File: config.mk
export PLATFORM = sky130hd
export DESIGN_NAME = motoro3_duty_ramp_ctrl
export DESIGN_NICKNAME = d
export VERILOG_FILES = /design/src/rtl/motoro3_pkg.sv /design/src/rtl/motoro3_slew_sat.sv /design/src/rtl/motoro3_duty_ramp_ctrl.sv
export SDC_FILE = /design/constraint.sdc
export NUM_CORES = 1
export LEC_CHECK = 0
export BUFFER_PORTS_ARGS = -buffer_cell sky130_fd_sc_hd__buf_2
export CAP_MARGIN = 40
export CORE_UTILIZATION = 60
export CTS_CLUSTER_SIZE = 28
export DETAILED_ROUTE_END_ITERATION = 16
export PLACE_DENSITY = 0.8
export SETUP_SLACK_MARGIN = 0.3
export SYNTH_ARGS = -nofsm -noshare
export SYNTH_HDL_FRONTEND = slang
export SYNTH_HIERARCHICAL = 1
export SYNTH_SLANG_ARGS = --single-unit
File: constraint.sdc
create_clock -name clk -period 6.2 [get_ports clk]
set_clock_uncertainty 0.15 [all_clocks]
set_input_delay 0.31 -clock clk [delete_from_list [all_inputs] [get_ports clk]]
set_output_delay 0.31 -clock clk [all_outputs]
set_load 0.05 [all_outputs]
File: src/rtl/motoro3_pkg.sv
// Shared constants and state encoding for the motor-drive duty scheduler.
// DUTY_W is fixed by the PWM generator's on-time field.
package motoro3_pkg;

   localparam int                DUTY_W         = 12;
   localparam int                STEP_W_DEF     = 8;
   localparam logic [DUTY_W-1:0] MIN_DUTY_DEF   = 12'h040;
   localparam int                HOLD_TICKS_DEF = 4;
   localparam logic [DUTY_W-1:0] DUTY_FULL      = 12'hFFF;

   typedef enum logic [2:0] {
      ST_IDLE      = 3'd0,
      ST_ALIGN     = 3'd1,
      ST_RAMP_UP   = 3'd2,
      ST_RUN       = 3'd3,
      ST_RAMP_DOWN = 3'd4,
      ST_FAULT     = 3'd5
   } state_e;

endpackage

File: src/rtl/motoro3_slew_sat.sv
// Combinational duty slew: saturating step toward a target, never crossing it.
// o_up is the upward-only form; o_slew moves in whichever direction is needed.
module motoro3_slew_sat
   import motoro3_pkg::*;
#(
   parameter int STEP_W = STEP_W_DEF
) (
   input  logic [DUTY_W-1:0] i_cur,
   input  logic [DUTY_W-1:0] i_tgt,
   input  logic [STEP_W-1:0] i_step,
   output logic [DUTY_W-1:0] o_up,
   output logic [DUTY_W-1:0] o_slew
);

   logic [DUTY_W-1:0] w_step_ext;
   logic [DUTY_W:0]   w_sum;
   logic [DUTY_W-1:0] w_sum_sat;
   logic [DUTY_W-1:0] w_gap;
   logic [DUTY_W-1:0] w_dn;

   assign w_step_ext = {{(DUTY_W-STEP_W){1'b0}}, i_step};
   assign w_sum      = {1'b0, i_cur} + {1'b0, w_step_ext};
   assign w_sum_sat  = w_sum[DUTY_W] ? DUTY_FULL : w_sum[DUTY_W-1:0];
   assign o_up       = (w_sum_sat > i_tgt) ? i_tgt : w_sum_sat;

   // Only meaningful when i_cur > i_tgt; the gap test prevents undershoot.
   assign w_gap  = i_cur - i_tgt;
   assign w_dn   = (w_gap <= w_step_ext) ? i_tgt : (i_cur - w_step_ext);
   assign o_slew = (i_cur <= i_tgt) ? o_up : w_dn;

endmodule

File: src/rtl/motoro3_duty_ramp_ctrl.sv
// Soft-start/soft-stop duty scheduler for the three-phase drive; duty only
// moves on commutation ticks so the PWM generator latches settled values.
//
//   state      | meaning
//   -----------+--------------------------------------------------------
//   IDLE       | motor off, duty 0, phase enables blocked
//   ALIGN      | rotor alignment at MIN_DUTY for HOLD_TICKS ticks
//   RAMP_UP    | duty climbs by step per tick until it reaches target
//   RUN        | duty tracks target, at most one step per tick
//   RAMP_DOWN  | duty falls by step per tick, then drive shuts off
//   FAULT      | drive off until faultClr with faultIn released
module motoro3_duty_ramp_ctrl
   import motoro3_pkg::*;
#(
   parameter int                STEP_W     = STEP_W_DEF,
   parameter logic [DUTY_W-1:0] MIN_DUTY   = MIN_DUTY_DEF,
   parameter int                HOLD_TICKS = HOLD_TICKS_DEF
) (
   input  logic              clk,
   input  logic              nRst,
   input  logic              m3cntLast1,
   input  logic              startReq,
   input  logic              stopReq,
   input  logic              faultIn,
   input  logic              faultClr,
   input  logic [DUTY_W-1:0] dutyTarget,
   input  logic [STEP_W-1:0] rampStep,
   output logic [DUTY_W-1:0] duty,
   output logic              dutyLoad,
   output logic              runEn,
   output logic [2:0]        state
);

   localparam int HOLD_W = (HOLD_TICKS < 2) ? 1 : $clog2(HOLD_TICKS + 1);

   state_e            r_state;
   state_e            w_state_nxt;
   logic [DUTY_W-1:0] r_duty;
   logic [DUTY_W-1:0] w_duty_nxt;
   logic              r_run;
   logic              w_run_nxt;
   logic [HOLD_W-1:0] r_hold;
   logic [HOLD_W-1:0] w_hold_nxt;
   logic              r_chg;
   logic              r_load;

   logic [DUTY_W-1:0] w_tgt;
   logic [STEP_W-1:0] w_step;
   logic [DUTY_W-1:0] w_up;
   logic [DUTY_W-1:0] w_slew;
   logic [DUTY_W:0]   w_floor;
   logic              w_dn_done;
   logic [DUTY_W-1:0] w_dn;

   assign w_tgt  = (dutyTarget < MIN_DUTY) ? MIN_DUTY : dutyTarget;
   assign w_step = (rampStep == '0) ? {{(STEP_W-1){1'b0}}, 1'b1} : rampStep;

   motoro3_slew_sat #(
      .STEP_W (STEP_W)
   ) u_slew (
      .i_cur  (r_duty),
      .i_tgt  (w_tgt),
      .i_step (w_step),
      .o_up   (w_up),
      .o_slew (w_slew)
   );

   // duty - step <= MIN_DUTY, rearranged so nothing can wrap below zero.
   assign w_floor   = {1'b0, MIN_DUTY} + {{(DUTY_W+1-STEP_W){1'b0}}, w_step};
   assign w_dn_done = ({1'b0, r_duty} <= w_floor);
   assign w_dn      = r_duty - {{(DUTY_W-STEP_W){1'b0}}, w_step};

   always_comb begin
      w_state_nxt = r_state;
      w_duty_nxt  = r_duty;
      w_run_nxt   = r_run;
      w_hold_nxt  = r_hold;
      if (faultIn) begin
         w_state_nxt = ST_FAULT;
         w_duty_nxt  = '0;
         w_run_nxt   = 1'b0;
      end else begin
         case (r_state)
            ST_IDLE: begin
               if (startReq) begin
                  w_state_nxt = ST_ALIGN;
                  w_duty_nxt  = MIN_DUTY;
                  w_run_nxt   = 1'b1;
                  w_hold_nxt  = HOLD_W'(HOLD_TICKS);
               end
            end
            ST_ALIGN: begin
               if (stopReq) begin
                  w_state_nxt = ST_RAMP_DOWN;
               end else if (m3cntLast1) begin
                  w_hold_nxt = r_hold - HOLD_W'(1);
                  if (r_hold == HOLD_W'(1)) w_state_nxt = ST_RAMP_UP;
               end
            end
            ST_RAMP_UP: begin
               if (stopReq) begin
                  w_state_nxt = ST_RAMP_DOWN;
               end else if (m3cntLast1) begin
                  w_duty_nxt = w_up;
                  if (w_up == w_tgt) w_state_nxt = ST_RUN;
               end
            end
            ST_RUN: begin
               if (stopReq) begin
                  w_state_nxt = ST_RAMP_DOWN;
               end else if (m3cntLast1) begin
                  w_duty_nxt = w_slew;
               end
            end
            ST_RAMP_DOWN: begin
               if (m3cntLast1) begin
                  if (w_dn_done) begin
                     w_state_nxt = ST_IDLE;
                     w_duty_nxt  = '0;
                     w_run_nxt   = 1'b0;
                  end else begin
                     w_duty_nxt = w_dn;
                  end
               end
            end
            ST_FAULT: begin
               w_duty_nxt = '0;
               w_run_nxt  = 1'b0;
               if (faultClr) w_state_nxt = ST_IDLE;
            end
            default: begin
               w_state_nxt = ST_FAULT;
               w_duty_nxt  = '0;
               w_run_nxt   = 1'b0;
            end
         endcase
      end
   end

   always_ff @(posedge clk or negedge nRst) begin
      if (!nRst) begin
         r_state <= ST_IDLE;
         r_duty  <= '0;
         r_run   <= 1'b0;
         r_hold  <= '0;
         r_chg   <= 1'b0;
         r_load  <= 1'b0;
      end else begin
         r_state <= w_state_nxt;
         r_duty  <= w_duty_nxt;
         r_run   <= w_run_nxt;
         r_hold  <= w_hold_nxt;
         r_chg   <= (w_duty_nxt != r_duty);
         r_load  <= r_chg;
      end
   end

   assign duty     = r_duty;
   assign dutyLoad = r_load;
   assign runEn    = r_run;
   assign state    = r_state;

endmodule

### Yosys cells after proc, flatten, opt, wreduce, memory -nomap -nowiden

Cells that the tools add are included.

| word-level totals | value |
|---|---|
| register bits | 21 |
| word-level logic and storage cells | 82 |

| operators by class | value |
|---|---|
| $add $sub $neg | 5 |
| $lt $le $gt $ge | 5 |
| eq/ne operators | 21 |
| mux-type cells | 37 |
| bitwise operators | 1 |
| reduce and logical (&&, ||, !) cells | 7 |

Operators by type and width:

| operator | count |
|---|---|
| 12-bit two-way mux | 13 |
| 12-bit case mux with 5 select lines | 1 |
| 3-bit two-way mux | 15 |
| 3-bit case mux with 6 select lines | 1 |
| 4-bit inequality test, second input constant | 4 |
| 3-bit inequality test, second input constant | 5 |
| 12-bit by 8-bit adder with 13-bit output | 1 |
| 12-bit == test | 1 |
| 12-bit > comparator | 1 |
| 12-bit <= comparator | 1 |
| 12-bit by 8-bit <= comparator with 1-bit output | 1 |
| 12-bit by 9-bit <= comparator with 1-bit output | 1 |
| 12-bit by 7-bit < comparator with 1-bit output, second input constant | 1 |
| 12-bit inequality test | 1 |
| 12-bit subtractor | 1 |
| 12-bit by 8-bit subtractor with 12-bit output | 1 |
| 7-bit by 8-bit adder with 9-bit output, first input constant | 1 |
| 9-bit AND reduction | 1 |
| 8-bit zero test | 1 |
| 8-bit two-way mux | 1 |
| 3-bit by 1-bit == test with 1-bit output, second input constant | 2 |
| 3-bit by 2-bit == test with 1-bit output, second input constant | 2 |
| 3-bit == test, second input constant | 2 |
| 2-bit inequality test, second input constant | 3 |
| other kinds (11) | 14 |

### Depth between registers and ports, before layout

Gate-level depths: netlist (run 1).

| depth | value |
|---|---|
| depth after elaboration | 12 |
| mapped depth | 32 |

### Cells and area by module

The synthesis (run 1) kept the hierarchy.

Modules (own cells, without submodules):

| module | times used | cells each | area an instance (µm²) |
|---|---|---|---|
| motoro3_duty_ramp_ctrl | 1 | 371 | 2786.4 |
| motoro3_slew_sat | 1 | 353 | 2561.2 |

### Worst setup path before layout (run 1)

No wires, ideal clock.

| timing path | value |
|---|---|
| kind | input to register |
| from | in rampStep[6] |
| to | reg r_chg |
| library setup time | 0.140 ns |
| data arrival time | 5.229 ns |
| slack | 0.681 ns |
| stages on the path | 29 |
| path buffers | 2 |
| path through | inv_1 -> ha_1 -> nor4b_1 -> nand2_1 -> nand2b_1 -> ha_1 -> fa_1 -> nand2b_1 -> a2111oi_0 -> o21a_1 -> o21ai_1 -> ha_1 -> and2_1 -> a221o_1 -> a221oi_2 -> a21o_1 -> buf_6 -> buf_12 -> nor2_1 -> a211o_1 -> o211a_1 -> mux2_2 -> nand2b_1 -> o21ai_0 -> o21ai_0 -> a2bb2oi_1 -> nor4b_2 -> o2111a_1 -> nand4_1 |

RTL lines:

| what | line | source |
|---|---|---|
| start: declaration | motoro3_duty_ramp_ctrl.sv:27 | `input logic [STEP_W-1:0] rampStep,` |
| 8-bit zero test | motoro3_duty_ramp_ctrl.sv:56 | `assign w_step = (rampStep == '0) ? {{(STEP_W-1){1'b0}}, 1'b1} : rampStep;` |
| 8-bit two-way mux | motoro3_duty_ramp_ctrl.sv:56 |  |
| 7-bit by 8-bit adder with 9-bit output | motoro3_duty_ramp_ctrl.sv:69 | `assign w_floor = {1'b0, MIN_DUTY} + {{(DUTY_W+1-STEP_W){1'b0}}, w_step};` |
| via w_floor[0] | motoro3_duty_ramp_ctrl.sv:51 | `logic [DUTY_W:0] w_floor;` |
| 12-bit by 9-bit <= comparator with 1-bit output | motoro3_duty_ramp_ctrl.sv:70 | `assign w_dn_done = ({1'b0, r_duty} <= w_floor);` |
| 12-bit two-way mux | motoro3_duty_ramp_ctrl.sv:117 | `if (w_dn_done) begin` |
| 12-bit two-way mux | motoro3_duty_ramp_ctrl.sv:116 | `if (m3cntLast1) begin` |
| 12-bit case mux with 5 select lines | motoro3_duty_ramp_ctrl.sv:83 | `case (r_state)` |
| 12-bit two-way mux | motoro3_duty_ramp_ctrl.sv:78 | `if (faultIn) begin` |
| 12-bit inequality test | motoro3_duty_ramp_ctrl.sv:153 | `r_chg <= (w_duty_nxt != r_duty);` |
| end signal: assignment | motoro3_duty_ramp_ctrl.sv:153 |  |
| end: declaration | motoro3_duty_ramp_ctrl.sv:44 | `logic r_chg;` |

The timed path passes the listed nets, and every way through them passes these cells.
A chain may end at the register's enable or synchronous reset.

### Worst setup path in the final report (run 1)

| timing path | value |
|---|---|
| from | reg r_duty[3] (netlist: duty[3]) |
| to | reg r_chg |

| between the ends | value |
|---|---|
| word-level cells in the longest chain between the ends | 10 |

RTL lines:

| what | line | source |
|---|---|---|
| start: declaration | motoro3_duty_ramp_ctrl.sv:38 | `logic [DUTY_W-1:0] r_duty;` |
| start signal: assignment | motoro3_duty_ramp_ctrl.sv:150 | `r_duty <= w_duty_nxt;` |
| 12-bit by 8-bit adder with 13-bit output * | motoro3_slew_sat.sv:22 | `assign w_sum = {1'b0, i_cur} + {1'b0, w_step_ext};` |
| 12-bit two-way mux * | motoro3_slew_sat.sv:23 | `assign w_sum_sat = w_sum[DUTY_W] ? DUTY_FULL : w_sum[DUTY_W-1:0];` |
| 12-bit > comparator | motoro3_slew_sat.sv:24 | `assign o_up = (w_sum_sat > i_tgt) ? i_tgt : w_sum_sat;` |
| 12-bit two-way mux * | motoro3_slew_sat.sv:24 |  |
| via w_up[5] | motoro3_duty_ramp_ctrl.sv:49 | `logic [DUTY_W-1:0] w_up;` |
| 12-bit two-way mux * | motoro3_slew_sat.sv:29 | `assign o_slew = (i_cur <= i_tgt) ? o_up : w_dn;` |
| via w_slew[5] | motoro3_duty_ramp_ctrl.sv:50 | `logic [DUTY_W-1:0] w_slew;` |
| 12-bit two-way mux * | motoro3_duty_ramp_ctrl.sv:111 | `end else if (m3cntLast1) begin` |
| 12-bit two-way mux * | motoro3_duty_ramp_ctrl.sv:109 | `if (stopReq) begin` |
| 12-bit case mux with 5 select lines * | motoro3_duty_ramp_ctrl.sv:83 |  |
| 12-bit two-way mux * | motoro3_duty_ramp_ctrl.sv:78 |  |
| 12-bit inequality test * | motoro3_duty_ramp_ctrl.sv:153 |  |

Mark *: on every way through the listed nets, which the timed path passes. The rest lies on a longest branch.

==> flow_summary_export.csv, run 1 <==
group,metric,value,unit
logic_synthesis,synthFlopType,"dfrtp_1",
global_routing,grtUsageMet2,62.7,%
logic_synthesis,synthTopCellsByCount,"ha_1 (63), nor2_1 (60), inv_1 (49), nand2_1 (39), o21ai_0 (39)",
logic_synthesis,synth_area_leaders,"ha_1 (15%), dfrtp_1 (9.8%), nor2_1 (4.2%), o21ai_0 (3.6%), a21oi_1 (3.5%)",
power_and_ir_drop,p_leak,2.95,nW
power_and_ir_drop,seqPwrFrac,17.3,%
logic_synthesis,synthDistinctLibCells,83,
job,maxCapViolCount,0,
logic_synthesis,synth_xor_area_share,4.91,%
worst_setup_path,path_class,"register to register",
cells_and_area,drive_gt1_share,26.1,%
cts,cts_max_level,1,
cts,clockBufferDepth,2,
worst_setup_path,crit_fanout,9,
cells_and_area,finalNetCount,900,
route,ant_nets,0,
floorplanning,start_util,61.6,%
logic_synthesis,synthCells,724,
logic_synthesis,async_flop_share,100,%
worst_setup_path,cp_data_required_time,6190,ps
global_routing,grt-busiest-layer,"met2",
logic_synthesis,ys_ff_latch,21,
logic_synthesis,syn_area,0.00535,mm²
cells_and_area,finalInstanceArea,0.00645,mm²
logic_synthesis,synth.most_common_cell,"ha_1",
worst_setup_path,cp-end-kind,"register",
route,routed_via_density,6.97,
cts,clk_pin_slew,90,ps
worst_setup_path,r2r_cells,22,
floorplanning,dieArea,0.00929,mm²
route,routed_wirelength,19700,µm
route,route.detailed.drc,0,
place,dp_cells,890,
min_path,min_to,"state[1]",
place,gp_congestion,1.03,
logic_synthesis,synth_fa_ha_area_share,16.2,%
global_routing,met1_usage,53.7,%
sta,rsz0062_at_grt,"false",
global_routing,gr-total-overflow,0,
logic_synthesis,synthMuxAreaShare,5.62,%
floorplanning,die_h,96.4,µm
route,firstDrtPassIters,9,
place,dpl.hpwl,14600,µm
floorplanning,core_area,0.00868,mm²
worst_setup_path,reg2reg_slack,410,ps
logic_synthesis,syn_area_per_cell,7.39,µm²
logic_synthesis,ys_warn_count,6,
cts,insertion_delay,270,ps
cts,cts_tree,"built",
place,io_buffers,43,
route,post_drt_wl_per_cell,21.6,µm
global_routing,grt_antenna_before_repair,0,
floorplanning,rows,34,
cts,cts_root_buffer,"clkbuf_8",
logic_synthesis,synth_compound_area_share,29.7,%
cells_and_area,diodes,0,
worst_setup_path,startpoint_type,"register",
route,first_iter_violations,825,
worst_setup_path,arrival,5780,ps
min_path,hp-class,"input port to register",
run_status,status,"completed",
logic_synthesis,synth.top_cell.area_share,14.7,%
route,vias,6368,
sta,timing.final.crit_share,93.4,%
power_and_ir_drop,internal-power,0.000527,W
cts,cts_made_buffers,3,
place,place_ws,-165,ps
power_and_ir_drop,peakVddDrop,0.000155,V
min_path,worstHoldPathCells,2,
power_and_ir_drop,p_sw,0.000594,W
global_routing,grt_pass1_vias,5510,
cells_and_area,synthToLayoutAreaGrowth,20.6,%
cts,cts.sinks,21,
sta,worst_slack,408,ps
place,placed_area,0.00589,mm²
global_routing,grt.total_usage,39.7,%
worst_setup_path,regToRegEndpoint,"r_chg",
logic_synthesis,yosys.area_share.simple,25.4,%
floorplanning,pin_count,44,
sta,slew_headroom,47.1,%
min_path,min-delay-start,"stopReq",
power_and_ir_drop,p_per_area,174,mW/mm²
logic_synthesis,synth_top_family_by_area,"compound AO/OA/AOI/OAI gates",
power_and_ir_drop,switching_share,53.0,%
global_routing,grt_pass1_wl,28400,µm
sta,finalSetupViolCount,0,
power_and_ir_drop,p_comb_share,74.1,%
cells_and_area,stdcell_count,913,
sta,period_needed,5790,ps
logic_synthesis,synth_fp_nets,818,
power_and_ir_drop,p_clk_share,8.6,%
floorplanning,die_w,96.4,µm
logic_synthesis,synth_edf_count,0,
logic_synthesis,seq_area_frac_synth,9.83,%
worst_setup_path,r2r-start,"duty[3]",
global_routing,gr-usage-met3,9.62,%
sta,tightest_slew,788,ps
sta,hold_viol_final,0,
global_routing,grt_max_degree,33,
sta,maxSlewViolCount,0,
power_and_ir_drop,p_total,0.00112,W
sta,fmax,0.173,GHz
logic_synthesis,synth_top_area_cell,"ha_1",
-- registers in the layout, indices dropped and copies added (netlist names) --
name / count
state: 3
dutyLoad: 1
duty: 12
r_hold: 3
runEn: 1
r_chg: 1
-- worst max-delay path by stage --
stage                start  endpoint  cells past startpoint
3_5_place_dp   rampStep[6]     r_chg                     30
3_3_place_gp   rampStep[6]     r_chg                     30
6_report           duty[3]     r_chg                     22
5_1_grt        rampStep[7]     r_chg                     30
4_1_cts        rampStep[6]     r_chg                     30
2_1_floorplan  rampStep[6]     r_chg                     29
-- power groups by stage --
stage | clock (W) | combinational [W] | sequential, W
floorplan | 0 | 0.000529 | 0.000228
global placement | 0 | 0.000718 | 0.000193
detailed placement | 0 | 0.000737 | 0.000195
CTS | 0.0000963 | 0.000748 | 0.000193
global route | 0.0000991 | 0.000884 | 0.000199
finish | 0.0000968 | 0.000831 | 0.000193
-- layout make-up --
type | instances | area (µm²)
clock buffer | 3 | 41.3
clock inverter | 1 | 5.00
fill | 698 | 2230
inverter | 50 | 193
multi-input combinational | 612 | 4740
sequential | 21 | 526
tap | 108 | 135
timing repair buffer | 118 | 812
-- through the flow --
step	hold slack, ps	utilization (%)	setup TNS, ps
after floorplan	-136	-	0
after global placement	162	67.8	0
after detailed placement	172	67.8	-165
after CTS	164	68.7	0
after global routing	180	74.3	0
final	170	74.3	0
-- cells by family after synthesis --
kind of cell             Yosys count
multiplexers                      28
AO/OA/AOI/OAI                    228
flip-flops                        21
XOR/XNOR                          30
buffers and inverters             94
adder cells (fa/ha/maj)           67
AND/OR/NAND/NOR                  256
-- metal layers --
| layer | vias up | routed length (µm) |
|---|---|---|
| met3 | 88 | 2270 |
| li1 | 2869 | - |
| met4 | 0 | 752 |
| met1 | 2973 | 8120 |
| met2 | 438 | 8600 |
| met5 | - | 0 |
-- critical path, stage by stage, from the launching register on --
cell and delay, ps:
dfrtp_1 500, ha_1 490, nor2_1 70, a22oi_1 290
a31oi_1 230, a2111oi_2 580, a311oi_2 110, ha_1 380
and4_4 240, nand4_1 120, a21o_1 220, buf_4 150
a21o_4 230, mux2_2 280, nor2_1 50, a31oi_1 160
mux2i_1 110, or2_1 280, a221oi_2 280, a211oi_1 110
nor4b_2 310, o2111a_1 230, nand4_1 100
-- cells in the final DEF (no fill, tap or decap), types with 4 or more instances in the layout --
master and instances:
buf_4 69, xnor2_1 16, mux2_2 10, a211o_1 7
a21oi_1 35, a31oi_1 18, or2_2 4, nor4_1 11
o21ai_1 15, o211ai_1 5, mux2i_2 7, o21a_1 12
o21ai_2 4, a21o_1 13, buf_6 7, or3_1 8
inv_1 45, a211oi_1 14, o22ai_1 9, nand2_1 38
nand4_1 13, o21ai_0 34, nor2b_1 14, o31ai_1 6
xor2_1 14, buf_2 41, nor2_1 57, dfrtp_1 21
nor3_1 22, nand3_1 26, ha_4 4, nand2b_1 16
ha_1 56, mux2i_1 8, and2_1 8, o2111ai_1 4
-- repair_timing --
item / in CTS / in global routing
cloned: 0 / 3
hold buffers: 1 / 0
pin swaps: 0 / 26
setup buffers: 0 / 15
gates resized for setup: 5 / 79
hold endpoints to repair: 21 / 0
endpoints found under the setup margin: 1 / 3
(Power assumes the default switching activity.)
==> run 2, diff against run 1 <==
RECOVER_POWER = 100   (was default)
==> flow_summary_export.csv, run 2 (synthesis results as in run 1) <==
group,metric,value,unit
run_status,status,"finished, violations left",
run_status,violations,"max-capacitance violations, max-slew violations",
route,vias,6375,
floorplanning,core_area,0.00868,mm²
sta,tightest_slew,1770,ps
cts,cts_max_level,1,
worst_setup_path,crit_buf_inv,1,
floorplanning,rows,34,
sta,fmax,0.170,GHz
worst_setup_path,reg2reg_slack,330,ps
sta,period_needed,5870,ps
route,post_drt_wl_per_cell,21.5,µm
job,maxCapViolCount,1,
cts,cts.sinks,21,
power_and_ir_drop,p_sw,0.000584,W
cells_and_area,drive_gt1_share,23.0,%
worst_setup_path,crit_fanout,9,
min_path,worstHoldPathCells,2,
place,dpl.hpwl,14600,µm
worst_setup_path,r2r_cells,22,
cells_and_area,diodes,0,
cells_and_area,layout_commonest_cell,"buf_4",
sta,hold_viol_final,0,
sta,timing.final.crit_share,94.6,%
global_routing,grt_pass1_vias,5510,
worst_setup_path,path_class,"register to register",
cts,insertion_delay,270,ps
route,first_iter_violations,639,
route,route.detailed.drc,0,
cts,cts_root_buffer,"clkbuf_8",
floorplanning,die_w,96.4,µm
global_routing,grt.total_usage,39.7,%
power_and_ir_drop,p_leak,2.86,nW
sta,finalSetupViolCount,0,
power_and_ir_drop,internal-power,0.000520,W
min_path,min-delay-start,"stopReq",
route,firstDrtPassIters,8,
global_routing,grt_antenna_before_repair,0,
route,routed_via_density,6.98,
power_and_ir_drop,switching_share,52.9,%
worst_setup_path,max_stage_delay,570,ps
floorplanning,pin_count,44,
cts,cts_made_buffers,3,
cells_and_area,largest_reg_flops,12,
cts,clk_pin_slew,80,ps
global_routing,gr-total-overflow,0,
power_and_ir_drop,p_clk_share,8.7,%
worst_setup_path,crit_start,"duty[3]",
sta,rsz0062_at_grt,"false",
global_routing,grt_pass1_wl,28400,µm
cells_and_area,final_cell_mix,"buf_4 (67), nor2_1 (57), ha_1 (56)",
worst_setup_path,cp-end-kind,"register",
power_and_ir_drop,peakVddDrop,0.000134,V
floorplanning,die_h,96.4,µm
power_and_ir_drop,p_comb_share,73.7,%
min_path,hp-class,"input port to register",
worst_setup_path,critPathTopFamily,"compound AO/OA/AOI/OAI gates",
floorplanning,start_util,61.6,%
min_path,min_to,"state[1]",
sta,maxSlewViolCount,33,
floorplanning,dieArea,0.00929,mm²
worst_setup_path,startpoint_type,"register",
sta,timing.setup.tns,0,ps
cts,cts_tree,"built",
power_and_ir_drop,seqPwrFrac,17.6,%
worst_setup_path,cp_cell_sequence,"ha_1, nor2_1, a22oi_1, a31oi_1, a2111oi_2, a311oi_2, ha_1, and4_4, nand4_1, a21o_1, buf_4, a21o_4, mux2_2, nor2_1, a31oi_1, mux2i_1, or2_0, a221oi_2, a211oi_1, nor4b_2, o2111a_1, nand4_1",
power_and_ir_drop,p_per_area,173,mW/mm²
worst_setup_path,cp_data_required_time,6190,ps
place,dp_cells,890,
place,io_buffers,43,
worst_setup_path,regToRegEndpoint,"r_chg",
sta,slew_headroom,-17.8,%
cells_and_area,nFillCells,720,
worst_setup_path,r2r-start,"duty[3]",
worst_setup_path,arrival,5850,ps
cts,clockBufferDepth,2,
route,routed_wirelength,19700,µm
global_routing,grt_max_degree,33,
cells_and_area,finalNetCount,900,
cells_and_area,synthToLayoutAreaGrowth,19.3,%
place,gp_congestion,1.03,
route,ant_nets,0,
cells_and_area,stdcell_count,913,
worst_setup_path,crit_slowest_cell,"a2111oi_2",
[run 2: metrics by stage]
stage          setup slack, ps  power (W)  cell area (µm²)  hold slack (ps)  util (%)
3_5_place_dp              -165   0.000932             5890              172      67.8
4_1_cts                    303    0.00104             5960              164      68.7
2_1_floorplan              681   0.000757             5350             -136         -
6_report                   334    0.00110             6380              176      73.5
3_3_place_gp              7.02   0.000911             5890              162      67.8
5_1_grt                    169    0.00117             6380              181      73.5
[run 2: what timing repair did]
action,in CTS,in global routing
pin swaps,0,26
buffers inserted,0,15
hold endpoints to repair,21,0
hold buffers,1,0
cloned,0,3
setup endpoints to repair,1,3
resized for setup,5,79
[run 2: cell type report]
cell class              instances  area [µm²]  share of cell area, %
multi-input cells             612        4690                   73.6
repair buffers                118         787                   12.3
flip-flops and latches         21         526                   8.24
inverters                      50         193                   3.02
well taps                     108         135                   2.12
clock buffers                   3        41.3                  0.647
clock inverters                 1        5.00                 0.0785
[run 2: how the worst max path moves through the flow]
stage | depth (start not counted) | slack [ps] | end
global route | 32 | 170 | r_chg
floorplan | 29 | 680 | r_chg
finish | 22 | 330 | r_chg
CTS | 30 | 300 | r_chg
detailed placement | 30 | -160 | r_chg
global placement | 30 | 7 | r_chg
[run 2: metal layers]
metal / track usage [%] / up-vias / part of all wire (%)
met2: 62.7 / 459 / 43
met3: 9.62 / 88 / 11
met1: 53.7 / 2962 / 41
met5: 2.38 / - / 0
li1: - / 2866 / -
met4: 10.7 / 0 / 4.1
[run 2: power by group through the flow]
stage          clock (W)  combinational, W  sequential, W
3_5_place_dp           0          0.000737       0.000195
2_1_floorplan          0          0.000529       0.000228
4_1_cts        0.0000963          0.000748       0.000193
5_1_grt        0.0000991          0.000869       0.000200
6_report       0.0000957          0.000813       0.000194
3_3_place_gp           0          0.000718       0.000193
==> run 3, diff against run 2 <==
CTS_CLUSTER_DIAMETER = 60   (was default)
MAX_ROUTING_LAYER = met4   (was default)
==> flow_summary_export.csv, run 3 (synthesis results as in run 1) <==
group,metric,value,unit
sta,maxSlewViolCount,33,
sta,slew_headroom,-14.5,%
route,ant_nets,0,
sta,period_needed,5940,ps
cts,cts_max_level,1,
power_and_ir_drop,peakVddDrop,0.000176,V
floorplanning,dieArea,0.00929,mm²
power_and_ir_drop,p_per_area,174,mW/mm²
worst_setup_path,arrival,5950,ps
worst_setup_path,max_stage_delay,420,ps
sta,worst_slack,263,ps
power_and_ir_drop,p_total,0.00113,W
global_routing,grt_max_degree,33,
cells_and_area,nFillCells,698,
job,maxCapViolCount,1,
global_routing,gr-total-overflow,0,
place,dpl.hpwl,14500,µm
place,io_buffers,43,
floorplanning,start_util,61.6,%
worst_setup_path,startpoint_type,"input port",
place,placed_area,0.00590,mm²
sta,tightest_slew,1720,ps
floorplanning,die_w,96.4,µm
cts,cts_tree,"built",
cts,clockBufferDepth,2,
sta,fmax,0.168,GHz
cells_and_area,largest_reg_flops,12,
sta,hold_viol_final,0,
place,gp_congestion,1.08,
worst_setup_path,crit_fanout,8,
global_routing,grt.total_usage,40.6,%
cells_and_area,synthToLayoutAreaGrowth,21.7,%
route,vias,6295,
floorplanning,core_area,0.00868,mm²
sta,finalSetupViolCount,0,
cts,cts_root_buffer,"clkbuf_8",
worst_setup_path,cp_data_required_time,6210,ps
cells_and_area,diodes,0,
sta,timing.final.crit_share,95.8,%
cells_and_area,seqCellArea,526,µm²
route,routed_via_density,6.87,
cells_and_area,finalInstanceArea,0.00651,mm²
worst_setup_path,path_class,"input port to register",
cts,cts_made_buffers,3,
cts,cts.sinks,21,
cells_and_area,final_cell_mix,"buf_4 (73), nor2_1 (59), ha_1 (54)",
global_routing,grt_pass1_wl,27800,µm
route,first_iter_violations,737,
global_routing,grt_antenna_before_repair,0,
worst_setup_path,reg2reg_slack,280,ps
floorplanning,die_h,96.4,µm
route,firstDrtPassIters,6,
route,routed_wirelength,19800,µm
sta,rsz0062_at_grt,"true",
floorplanning,rows,34,
run_status,status,"finished, violations left",
cts,clk_pin_slew,100,ps
cells_and_area,finalNetCount,903,
floorplanning,pin_count,44,
place,place_ws,-138,ps
cells_and_area,layout_commonest_cell,"buf_4",
min_path,hp-class,"input port to register",
worst_setup_path,critPathTopFamily,"compound AO/OA/AOI/OAI gates",
route,post_drt_wl_per_cell,21.6,µm
global_routing,grt_pass1_vias,5349,
worst_setup_path,crit_slowest_cell,"fa_2",
power_and_ir_drop,p_leak,2.93,nW
cts,insertion_delay,290,ps
worst_setup_path,cp-end-kind,"register",
run_status,violations,"max-capacitance violations, max-slew violations",
cells_and_area,multiInputGateArea,0.00478,mm²
worst_setup_path,crit_buf_inv,5,
cells_and_area,drive_gt1_share,24.9,%
route,route.detailed.drc,0,
==> run 3: metrics by stage <==
stage	hold slack, ps	setup TNS [ps]	instances	util [%]
floorplan	-136	0	724	-
global placement	160	-2.69	890	68.0
detailed placement	162	-138	890	68.0
CTS	198	0	897	69.0
global route	206	0	916	75.0
finish	206	0	916	75.0
==> run 3: final cells by class <==
| cell class | count | area share (%) |
|---|---|---|
| Multi-Input combinational cell | 610 | 73.5 |
| Sequential cell | 21 | 8.07 |
| Clock buffer | 3 | 0.634 |
| Inverter | 50 | 2.96 |
| Clock inverter | 1 | 0.0769 |
| Timing Repair Buffer | 123 | 12.7 |
| Tap cell | 108 | 2.08 |
==> run 3: per-layer routing <==
metal / track usage, % / vias up / routed length, µm
li1: - / 2867 / -
met4: 8.46 / 0 / 609
met5: - / - / 0
met3: 7.43 / 80 / 1980
met2: 61.5 / 410 / 8800
met1: 56.5 / 2938 / 8400
==> run 3: worst paths after layout <==
path	endpoint	from	cells past startpoint
max	r_chg	rampStep[6]	30
min	state[1]	stopReq	2
max reg2reg	r_chg	duty[3]	23
min reg2reg	dutyLoad	r_chg	0
max in group asynchronous	duty[10]	nRst	2
min in group asynchronous	duty[6]	nRst	2
==> run 3: timing repair <==
action | CTS | global route
cloned | 1 | 0
resized for setup | 6 | 93
setup buffers | 1 | 19
hold buffers | 1 | 0
endpoints found under the setup margin | 1 | 1
pin swaps | 1 | 44
endpoints found under the hold margin | 21 | 0
==> run 3: power breakdown <==
| group | switching [W] | leakage, nW | internal [W] | total (W) |
|---|---|---|---|---|
| logic | 0.000516 | 2.62 | 0.000324 | 0.000839 |
| registers | 0.0000306 | 0.278 | 0.000162 | 0.000193 |
| clock network | 0.0000558 | 0.0255 | 0.0000451 | 0.000101 |
| total | 0.000602 | 2.93 | 0.000531 | 0.00113 |
